$ cat src/rtl/vga_stream_tx.sv
`default_nettype none
// ============================================================================
// Module   : vga_stream_tx
// Purpose  : Pixel-stream to VGA transmitter. RGB444 pixels from a
//            valid/ready producer are buffered in a small FIFO and emitted in
//            raster order with sync, display-enable and row/column strobes.
//            Frame alignment is enforced with the producer's start-of-frame
//            flag. Underrun and realignment events are reported as pulses.
// Ports    : clk, rst (async, active-high)
//            s_data[11:0], s_sof, s_valid -> s_ready     pixel stream in
//            r, g, b [3:0], hs, vs (active-low)          VGA pins
//            rdn (active-low enable), row_addr, col_addr capture strobes
//            underrun, resync                            one-clk event pulses
// Revision : 1.0  initial release
// ============================================================================
module vga_stream_tx #(
    parameter int PIX_DIV = 4,
    parameter int H_SYNC  = 96,
    parameter int H_BP    = 48,
    parameter int H_ACT   = 640,
    parameter int H_FP    = 16,
    parameter int V_SYNC  = 2,
    parameter int V_BP    = 33,
    parameter int V_ACT   = 480,
    parameter int V_FP    = 10,
    parameter int FIFO_AW = 4
) (
    input  logic        clk,
    input  logic        rst,
    input  logic [11:0] s_data,
    input  logic        s_sof,
    input  logic        s_valid,
    output logic        s_ready,
    output logic [3:0]  r,
    output logic [3:0]  g,
    output logic [3:0]  b,
    output logic        hs,
    output logic        vs,
    output logic        rdn,
    output logic [8:0]  row_addr,
    output logic [9:0]  col_addr,
    output logic        underrun,
    output logic        resync
);

    localparam int c_H_TOT = H_SYNC + H_BP + H_ACT + H_FP;
    localparam int c_V_TOT = V_SYNC + V_BP + V_ACT + V_FP;
    localparam int c_HA0   = H_SYNC + H_BP;
    localparam int c_VA0   = V_SYNC + V_BP;
    localparam int c_DW    = (PIX_DIV > 1) ? $clog2(PIX_DIV) : 1;
    localparam int c_DEPTH = 1 << FIFO_AW;
    localparam logic [FIFO_AW:0] c_PTR_ONE = 1;

    // ------------------------------------------------------------------
    // Pixel tick and raster counters
    // ------------------------------------------------------------------
    logic [c_DW-1:0] r_div;
    logic [9:0]      r_h_cnt;
    logic [9:0]      r_v_cnt;
    logic            w_tick;

    assign w_tick = (r_div == c_DW'(PIX_DIV - 1));

    always_ff @(posedge clk or posedge rst) begin
        if (rst) begin
            r_div   <= '0;
            r_h_cnt <= '0;
            r_v_cnt <= '0;
        end else begin
            r_div <= w_tick ? '0 : r_div + c_DW'(1);
            if (w_tick) begin
                if (r_h_cnt == 10'(c_H_TOT - 1)) begin
                    r_h_cnt <= '0;
                    r_v_cnt <= (r_v_cnt == 10'(c_V_TOT - 1)) ? '0 : r_v_cnt + 10'd1;
                end else begin
                    r_h_cnt <= r_h_cnt + 10'd1;
                end
            end
        end
    end

    logic w_h_sync, w_v_sync, w_h_act, w_v_act, w_active, w_first, w_frame_start;

    assign w_h_sync      = (r_h_cnt < 10'(H_SYNC));
    assign w_v_sync      = (r_v_cnt < 10'(V_SYNC));
    assign w_h_act       = (r_h_cnt >= 10'(c_HA0)) && (r_h_cnt < 10'(c_HA0 + H_ACT));
    assign w_v_act       = (r_v_cnt >= 10'(c_VA0)) && (r_v_cnt < 10'(c_VA0 + V_ACT));
    assign w_active      = w_h_act && w_v_act;
    assign w_first       = w_active && (r_h_cnt == 10'(c_HA0)) && (r_v_cnt == 10'(c_VA0));
    assign w_frame_start = (r_h_cnt == 10'd0) && (r_v_cnt == 10'd0);

    // ------------------------------------------------------------------
    // Pixel FIFO: entries are {sof, data}; pointers carry a wrap bit
    // ------------------------------------------------------------------
    logic [12:0]      r_mem [c_DEPTH];
    logic [FIFO_AW:0] r_wr_ptr;
    logic [FIFO_AW:0] r_rd_ptr;
    logic             r_ready_en;
    logic             w_empty, w_full, w_push, w_pop;
    logic [12:0]      w_head;
    logic             w_head_sof;

    assign w_empty    = (r_wr_ptr == r_rd_ptr);
    assign w_full     = (r_wr_ptr[FIFO_AW] != r_rd_ptr[FIFO_AW]) &&
                        (r_wr_ptr[FIFO_AW-1:0] == r_rd_ptr[FIFO_AW-1:0]);
    // A pop in the same cycle does not open a slot for the producer.
    assign s_ready    = r_ready_en && !w_full;
    assign w_push     = s_valid && s_ready;
    assign w_head     = r_mem[r_rd_ptr[FIFO_AW-1:0]];
    assign w_head_sof = w_head[12];

    always_ff @(posedge clk) begin
        if (w_push) begin
            r_mem[r_wr_ptr[FIFO_AW-1:0]] <= {s_sof, s_data};
        end
    end

    always_ff @(posedge clk or posedge rst) begin
        if (rst) begin
            r_wr_ptr   <= '0;
            r_rd_ptr   <= '0;
            r_ready_en <= 1'b0;
        end else begin
            r_ready_en <= 1'b1;
            if (w_push) r_wr_ptr <= r_wr_ptr + c_PTR_ONE;
            if (w_pop)  r_rd_ptr <= r_rd_ptr + c_PTR_ONE;
        end
    end

    // ------------------------------------------------------------------
    // Pop / alignment decision
    // Discard mode drains stale non-sof words one per clk (independent of
    // the pixel tick) after a misaligned frame start. A sof word reached
    // anywhere other than pixel (0,0) is parked at the head until the next
    // frame start; the fault is reported once per frame.
    // ------------------------------------------------------------------
    logic r_discard, r_resync_done;
    logic w_show, w_set_under, w_set_resync, w_discard_nxt;

    always_comb begin
        w_pop         = 1'b0;
        w_show        = 1'b0;
        w_set_under   = 1'b0;
        w_set_resync  = 1'b0;
        w_discard_nxt = r_discard;
        if (w_tick && w_active) begin
            if (w_empty) begin
                w_set_under   = 1'b1;
                w_discard_nxt = 1'b0;
            end else if (w_first) begin
                w_pop = 1'b1;
                if (w_head_sof) begin
                    w_show        = 1'b1;
                    w_discard_nxt = 1'b0;
                end else begin
                    w_set_resync  = 1'b1;
                    w_discard_nxt = 1'b1;
                end
            end else if (w_head_sof) begin
                w_set_resync  = !r_resync_done;
                w_discard_nxt = 1'b0;
            end else if (r_discard) begin
                w_pop = 1'b1;
            end else begin
                w_pop  = 1'b1;
                w_show = 1'b1;
            end
        end else if (r_discard) begin
            if (w_empty || w_head_sof) w_discard_nxt = 1'b0;
            else                       w_pop         = 1'b1;
        end
    end

    always_ff @(posedge clk or posedge rst) begin
        if (rst) begin
            r_discard     <= 1'b0;
            r_resync_done <= 1'b0;
        end else begin
            r_discard <= w_discard_nxt;
            if (w_tick && w_frame_start) r_resync_done <= 1'b0;
            else if (w_set_resync)       r_resync_done <= 1'b1;
        end
    end

    // ------------------------------------------------------------------
    // Registered pins: reflect the counter values held before the tick
    // ------------------------------------------------------------------
    logic [11:0] r_rgb;

    always_ff @(posedge clk or posedge rst) begin
        if (rst) begin
            hs       <= 1'b1;
            vs       <= 1'b1;
            rdn      <= 1'b1;
            r_rgb    <= '0;
            row_addr <= '0;
            col_addr <= '0;
            underrun <= 1'b0;
            resync   <= 1'b0;
        end else begin
            underrun <= w_set_under;
            resync   <= w_set_resync;
            if (w_tick) begin
                hs       <= !w_h_sync;
                vs       <= !w_v_sync;
                rdn      <= !w_active;
                r_rgb    <= w_show ? w_head[11:0] : 12'd0;
                col_addr <= w_active ? (r_h_cnt - 10'(c_HA0)) : 10'd0;
                row_addr <= w_active ? 9'(r_v_cnt - 10'(c_VA0)) : 9'd0;
            end
        end
    end

    assign r = r_rgb[11:8];
    assign g = r_rgb[7:4];
    assign b = r_rgb[3:0];

endmodule
`default_nettype wire

$ cat config.mk
export PLATFORM = sky130hd
export DESIGN_NAME = vga_stream_tx
export DESIGN_NICKNAME = d
export VERILOG_FILES = /design/src/rtl/vga_stream_tx.sv
export SDC_FILE = /design/constraint.sdc
export NUM_CORES = 1
export LEC_CHECK = 0
export CORE_UTILIZATION = 45
export DETAILED_ROUTE_END_ITERATION = 7
export GPL_TIMING_DRIVEN = 0
export PLACE_DENSITY = 0.64
export SYNTH_ARGS = -nofsm -noshare
export SYNTH_HDL_FRONTEND = slang
export SYNTH_SLANG_ARGS = --single-unit
export TNS_END_PERCENT = 10
$ cat constraint.sdc
create_clock -name clk -period 6.7 [get_ports clk]
set_clock_uncertainty 0.05 [all_clocks]
set_input_delay 0.67 -clock clk [delete_from_list [all_inputs] [get_ports clk]]
set_output_delay 0.67 -clock clk [all_outputs]
set_load 0.005 [all_outputs]
==> qor.yml, run 1 <==
numCtsBuffers: 29
route.detailed.drc: 0
synth_flop_cell: "edfxtp_1"
ant_nets: 0
reg2reg_to: "r_mem[3][8]"
coreArea_mm2: 0.0253
fin_cells: 1122
vias: 6307
wire_per_inst_um: 22.3
power.density_mw_per_mm2: 278
fin_crit_ns: 3.20
hold-path-endpoint: "r_div[0]"
grt_pass1_vias: 6638
p_sw_uw: 809
path_clk_slew_ns: 0.06
n_antenna_cell: 0
finalHoldViolations: 0
maxCapViolCount: 0
die_area_mm2: 0.0266
htreeDepth: 1
syn_inst: 687
startpoint: "r_rd_ptr[0]"
synth-seq-area-share_pct: 68.8
fp-row-count: 58
boundaryPins: 53
yosysWarnings: 0
portBuffers: 52
hold_start: "r_div[0]"
comb_power_share_pct: 5.7
root_buffer: "clkbuf_16"
grt_max_degree: 72
grt_pass1_wl_mm: 38.9
grt_overflow: 0
critPathKind: "flop to output port"
finalWirelength_mm: 25.1
grt_setup_unrepaired: "false"
worst_pin_slew_ns: 0.958
status: "finished clean"
cts_max_path_buffers: 3
p_seq_share_pct: 52.2
total_power_uw: 3770
die_x_um: 163
slew_headroom_pct: 36.1
setup_viol: 0
crit_path_start_kind: "flop"
p_int_uw: 2960
synth_cell_types: 58
grt_usage_pct: 19.8
place.detailed.hpwl_mm: 15.9
swShare_pct: 21.5
ys_ff_latch: 279
fin_crit_sh_pct: 47.8
synth_common_cells: "edfxtp_1 (208), dfrtp_1 (68), mux4_2 (52), nand2_1 (38), nor2_1 (32)"
drive_gt1_share_pct: 19.1
holdBufCountCts: 0
start_util_pct: 46.1
postCtsResizedCells: 0
antenna_found_initial: 0
clk_latency_ns: 0.54
multi_input_area_mm2: 0.00340
fin_nets: 800
p_clk_share_pct: 42.1
syn_nets: 717
fmaxAchievable_mhz: 312
min_path_type: "flop to flop"
dieHeight_um: 163
synth.largest_area_cell: "edfxtp_1"
tns_ns: 0
cts.sinks: 279
viasPerCell: 5.62
crit_arrival_ns: 2.48
cts_setup_buffers: 0
vdd.ir_drop.worst_v: 0.000231
drv_slew: 0
crit_required_ns: 5.98
first_iter_violations: 530
rrSetupSlack_ns: 3.73
nFillCells: 2002
dp.cells: 1069
avgSynthCellArea_um2: 17.0
drtPass1Iterations: 7
r2r_cells: 8
crit_fanout: 10
syn_to_final_growth_pct: 16.0
synth_area_leaders: "edfxtp_1 (54%), dfrtp_1 (15%), mux4_2 (10%)"
syn_area_mm2: 0.0117
synth_async_sr_flop_share_pct: 25.4
r2r-start: "r_wr_ptr[2]"
cts_tree: "built"
synth-edff-count: 208
place_congestion: 0.856
synth_top_area_share_pct: 53.5
min_path_cells: 1
synthMostInstantiatedCell: "edfxtp_1"
seq_area_mm2: 0.00803
crit_path_end_kind: "output port"
p_leak_uw: 0.00469
[power by group through the flow]
stage          clock [µW]  combinational, µW  sequential [µW]
6_report             1590                216             1970
3_5_place_dp            0                219             2000
3_3_place_gp            0                211             1990
5_1_grt              1670                237             1970
4_1_cts              1610                219             1970
2_1_floorplan           0                138             1990
[worst max path at each step]
stage                             end  slack (ns)
final                         s_ready        3.50
after global placement       r_rgb[6]        2.96
after global routing          s_ready        3.40
after floorplan           col_addr[0]        4.19
after detailed placement  r_mem[1][0]        3.69
after CTS                     s_ready        3.47
[stage by stage]
stage / instance area (µm²) / hold WS [ns] / util [%] / worst slack (ns)
5_1_grt: 13500 / 0.405 / 53.4 / 3.40
2_1_floorplan: 11700 / 0.353 / - / 4.19
3_3_place_gp: 12600 / 0.364 / 49.7 / 2.96
6_report: 13500 / 0.371 / 53.4 / 3.50
4_1_cts: 13500 / 0.374 / 53.4 / 3.47
3_5_place_dp: 12600 / 0.366 / 49.8 / 3.69
[registers in the layout, indices dropped and copies added (netlist names), 5 cells and up]
name      flops
r_h_cnt      10
r_rd_ptr      5
r_mem       208
r_rgb        12
col_addr     10
r_v_cnt      10
r_wr_ptr      5
row_addr      9
[cell type report]
class                      count  share of cell area [%]
sequential                   279                    59.3
multi-input combinational    356                    25.2
clock buffer                  36                    5.56
timing repair buffer          52                    3.85
tap                          330                    3.05
buffer                        39                    1.38
clock inverter                17                    1.34
inverter                      13                   0.379
[kinds of logic after synthesis]
group                      after synthesis  synth area share, %
muxes                                   77                 12.3
adders and majority gates               14                 1.50
and+or+nand+nor                        143                 6.67
xor gates and xnor gates                35                 2.63
AOI/OAI and AO/OA                       86                 6.03
buffers and inverters                   52                 2.02
DFF                                    279                 68.8
other                                    1               0.0321
[critical path, stage by stage (launching register included)]
cell and delay, ns:
dfrtp_1 0.38, buf_2 0.19, xor2_1 0.18, nor4_4 0.43, nand2b_1 0.14, and2_1 0.18, clkdlybuf4s50_1 0.44
[cells in the final DEF, fill, tap and decap left out, drive strengths merged, types with 18 or more instances in the layout]
cell / n
edfxtp: 208
dfrtp: 68
clkbuf: 57
mux4: 52
clkdlybuf4s50: 52
nand2: 38
nor2: 33
a21oi: 22
o2bb2ai: 22
and2: 20
xor2: 19
buf: 18
[per-layer routing]
layer  vias to the layer above  GRT usage (%)  routed length (µm)
met5                         -              0                   0
met4                         0           5.73                 566
met3                        40           2.64                1150
met2                       178           32.4               12100
met1                      3267           27.8               11200
li1                       2822              -                   -
(Power assumes the default switching activity.)
==> run 2: changes to the inputs <==
- PLACE_DENSITY: 0.64 -> 0.67
- clock period: 6.7 -> 2.85 ns (I/O delays scaled with it)
==> qor.yml, run 2 (synthesis results as in run 1) <==
critPathKind: "flop to output port"
dieHeight_um: 163
path_clk_slew_ns: 0.06
coreArea_mm2: 0.0253
multi_input_area_mm2: 0.00342
grt_max_degree: 72
crit_required_ns: 2.52
highest-signal-layer: "met4"
vias: 6315
root_buffer: "clkbuf_16"
cts_max_path_buffers: 3
die_area_mm2: 0.0266
nFillCells: 1996
status: "finished clean"
start_util_pct: 46.1
viasPerCell: 5.62
worst_pin_slew_ns: 0.941
numCtsBuffers: 28
hold_slack_ns: 0.240
fmaxAchievable_mhz: 356
r2r-start: "r_v_cnt[0]"
place.detailed.hpwl_mm: 16.0
finalWirelength_mm: 24.6
startpoint: "r_rd_ptr[0]"
min_path_type: "input pin to async pin"
fp-row-count: 58
clk_latency_ns: 0.56
first_iter_violations: 488
setup_viol: 0
power.density_mw_per_mm2: 636
cts_tree: "built"
ant_nets: 0
finalCoreUtilization_pct: 53.4
cts.sinks: 279
grt_usage_pct: 19.3
fin_crit_ns: 2.81
wire_per_inst_um: 21.9
cp_cell_sequence: "buf_2 > xor2_1 > nor4_4 > nand2b_1 > and2_1 > clkdlybuf4s50_1"
n_antenna_cell: 0
fin_nets: 801
grt_overflow: 0
seq_area_mm2: 0.00803
reg2reg_to: "row_addr[6]"
crit_path_end_kind: "output port"
syn_to_final_growth_pct: 15.9
place_congestion: 0.853
portBuffers: 52
maxCapViolCount: 0
antenna_found_initial: 0
largest_reg_flops: 208
boundaryPins: 53
rrSetupSlack_ns: 0.19
crit_arrival_ns: 2.48
fin_crit_sh_pct: 98.6
layout_common_cells: "edfxtp_1 (208), dfrtp_1 (68), mux4_2 (52), clkdlybuf4s50_1 (52), nand2_1 (38)"
critical_path.top_delay_family: "simple AND/OR/NAND/NOR gates"
crit_path_start_kind: "flop"
wl_met3_mm: 1.38
crit_fanout: 10
grt_pass1_wl_mm: 38.3
grt_setup_unrepaired: "true"
grt_pass1_vias: 6479
worst-path-stages: 6
holdBufCountCts: 0
finalHoldViolations: 0
slew_headroom_pct: 37.2
p_leak_uw: 0.00469
r2r_cells: 7
drv_slew: 0
route.detailed.drc: 0
die_x_um: 163
setup_ws_ns: 0.0397
drtPass1Iterations: 6
vdd.ir_drop.worst_v: 0.000450
drt-met1-wl_mm: 10.7
layout_commonest_cell: "edfxtp_1"
cp-endpoint: "s_ready"
crit_buf_inv: 2
drive_gt1_share_pct: 21.7
cp_slowest_cell: "nor4_4"
place_ws_ns: -0.0680
htreeDepth: 1
wl_met2_mm: 12.0
cp_slowest_stage_delay_ns: 0.44
==> run 2: cell count changes in the layout (fill, tap and decap cells not counted), moves of 2 or more <==
cell / change
and2_1: -15
and2_2: +15
buf_4: +2
bufinv_16: -4
clkbuf_1: -2
clkbuf_8: +2
clkinv_1: -3
clkinvlp_4: +2
==> run 2: per-stage QoR <==
step,TNS [ns],total power [µW],instances,area (µm²)
6_report,0,8610,1123,13500
3_5_place_dp,-3.08,5220,1069,12600
4_1_cts,-0.00304,8670,1121,13500
3_3_place_gp,-33.19,5180,1069,12600
5_1_grt,-0.0758,8910,1123,13500
2_1_floorplan,0,5000,687,11700
==> run 2: report_power, final <==
part | total, µW | internal, µW | switching [µW]
registers | 4620 | 4560 | 56.1
clock network | 3480 | 1940 | 1540
logic | 511 | 173 | 338
==> run 2: repair_timing <==
item,CTS,global route
pin swaps,0,1
setup buffers,0,2
resized for setup,4,13
endpoints found under the setup margin,53,155
==> run 2: layout make-up <==
cell class | count | area share, %
buffer | 39 | 1.39
multi-input combinational | 356 | 25.3
timing repair buffer | 54 | 3.96
inverter | 13 | 0.379
clock buffer | 37 | 5.74
sequential | 279 | 59.3
clock inverter | 15 | 0.833
tap | 330 | 3.05
==> run 2: worst min path at each step <==
stage	start	endpoint	cells past startpoint
finish	rst	row_addr[7]	2
global route	rst	row_addr[6]	2
CTS	rst	row_addr[6]	2
detailed placement	r_div[0]	r_div[0]	1
global placement	r_div[0]	r_div[0]	1
floorplan	s_data[0]	r_mem[0][0]	0
==> run 2: per-layer routing <==
metal	global-route usage, %	vias to the layer above
met5	0	-
met1	26.5	3272
met4	4.93	0
met2	32.3	192
met3	2.87	38
li1	-	2813
==> run 3: changes to the inputs <==
- CORE_MARGIN: unset -> 2
==> qor.yml, run 3 (synthesis results as in run 1) <==
root_buffer: "clkbuf_16"
finalWirelength_mm: 25.1
vias: 6301
fmaxAchievable_mhz: 367
grt_pass1_vias: 6458
setup_viol: 0
layout_commonest_cell: "edfxtp_1"
wl_met3_mm: 1.51
ant_nets: 0
grt_usage_pct: 19.0
drive_gt1_share_pct: 21.1
fp-row-count: 58
wl_met2_mm: 12.2
crit_required_ns: 3.27
rrSetupSlack_ns: 0.13
comb_power_share_pct: 5.6
htreeDepth: 1
cts_tree: "built"
n_antenna_cell: 0
place.detailed.hpwl_mm: 16.1
p_sw_uw: 1900
clk_latency_ns: 0.55
largest_reg_flops: 208
finalHoldViolations: 0
cts_max_path_buffers: 3
antenna_found_initial: 0
start_util_pct: 46.1
hold_slack_ns: 0.243
p_seq_share_pct: 51.4
layout_common_cells: "edfxtp_1 (208), dfrtp_1 (68), mux4_2 (52), clkdlybuf4s50_1 (52), nand2_1 (38)"
portBuffers: 52
slew_headroom_pct: 40.2
holdBufCountCts: 0
swShare_pct: 21.1
coreArea_mm2: 0.0253
drt-met1-wl_mm: 10.9
cts.sinks: 279
place_congestion: 0.821
syn_to_final_growth_pct: 16.8
boundaryPins: 53
die_area_mm2: 0.0272
numCtsBuffers: 29
crit_path_start_kind: "flop"
p_int_uw: 7100
highest-signal-layer: "met4"
die_x_um: 165
wire_per_inst_um: 22.3
crit_fanout: 10
maxCapViolCount: 0
dieHeight_um: 165
grt_pass1_wl_mm: 38.4
fin_crit_sh_pct: 95.6
fin_crit_ns: 2.72
drv_slew: 0
first_iter_violations: 579
grt_overflow: 0
critPathKind: "flop to flop"
p_leak_uw: 0.00473
crit_arrival_ns: 3.15
drtPass1Iterations: 5
min_path_type: "input pin to async pin"
viasPerCell: 5.62
status: "finished clean"
worst_pin_slew_ns: 0.898
power.density_mw_per_mm2: 661
path_clk_slew_ns: 0.06
fin_nets: 801
p_clk_share_pct: 43.0
vdd.ir_drop.worst_v: 0.000492
tns_ns: 0
route.detailed.drc: 0
grt_max_degree: 72
crit_path_end_kind: "flop"
[run 3: power by group through the flow]
stage / logic, µW / registers [µW] / clock network, µW
finish: 505 / 4630 / 3870
global placement: 487 / 4690 / 0
detailed placement: 512 / 4700 / 0
global route: 559 / 4650 / 4110
CTS: 517 / 4620 / 3940
floorplan: 323 / 4680 / 0
[run 3: layout make-up]
type,instances,area (µm²)
buffer,38,184
clock buffer,42,817
clock inverter,10,170
fill,1958,11700
inverter,13,51.3
multi-input combinational,356,3430
sequential,279,8030
tap,330,413
timing repair buffer,54,536
[run 3: worst paths after layout]
check | from | endpoint | cells after the start
worst min register to register | r_div[0] | r_div[0] | 1
worst max-delay path | r_v_cnt[0] | r_rgb[2] | 9
worst max register to register | r_v_cnt[0] | r_rgb[2] | 9
min in group clk | r_div[0] | r_div[0] | 1
worst min-delay path | rst | row_addr[5] | 2
max in group asynchronous | rst | col_addr[3] | 2
[run 3: routing by layer]
metal,vias to the layer above,track usage [%]
li1,2825,-
met1,3232,27.1
met2,214,30.6
met3,30,2.89
met4,0,5.22
met5,-,0
[run 3: metrics by stage]
step                cells  setup WS [ns]  total power [µW]  utilization [%]  area, µm²
floorplan             687          0.502              5000                -      11700
global placement     1069         -0.526              5180             49.7      12600
detailed placement   1069        -0.0622              5220             49.8      12600
CTS                  1121       -0.00832              9070             53.7      13600
global route         1122       -0.00753              9310             53.8      13600
finish               1122          0.126              9010             53.8      13600
[run 3: critical path, cell delays in order, from the launching register on]
cell and delay [ns]:
dfrtp_1 0.48, ha_1 0.24, buf_2 0.20, nor4_4 0.22, nand4b_1 0.22, a211oi_4 0.48, nand2_1 0.17, o21bai_2 0.26
buf_6 0.19, o2bb2ai_2 0.14
[run 3: what timing repair did]
action | CTS | global route
resized for setup | 4 | 13
setup endpoints to repair | 53 | 186
pin swaps | 0 | 2
setup buffers | 0 | 2
hold endpoints to repair | 0 | 0
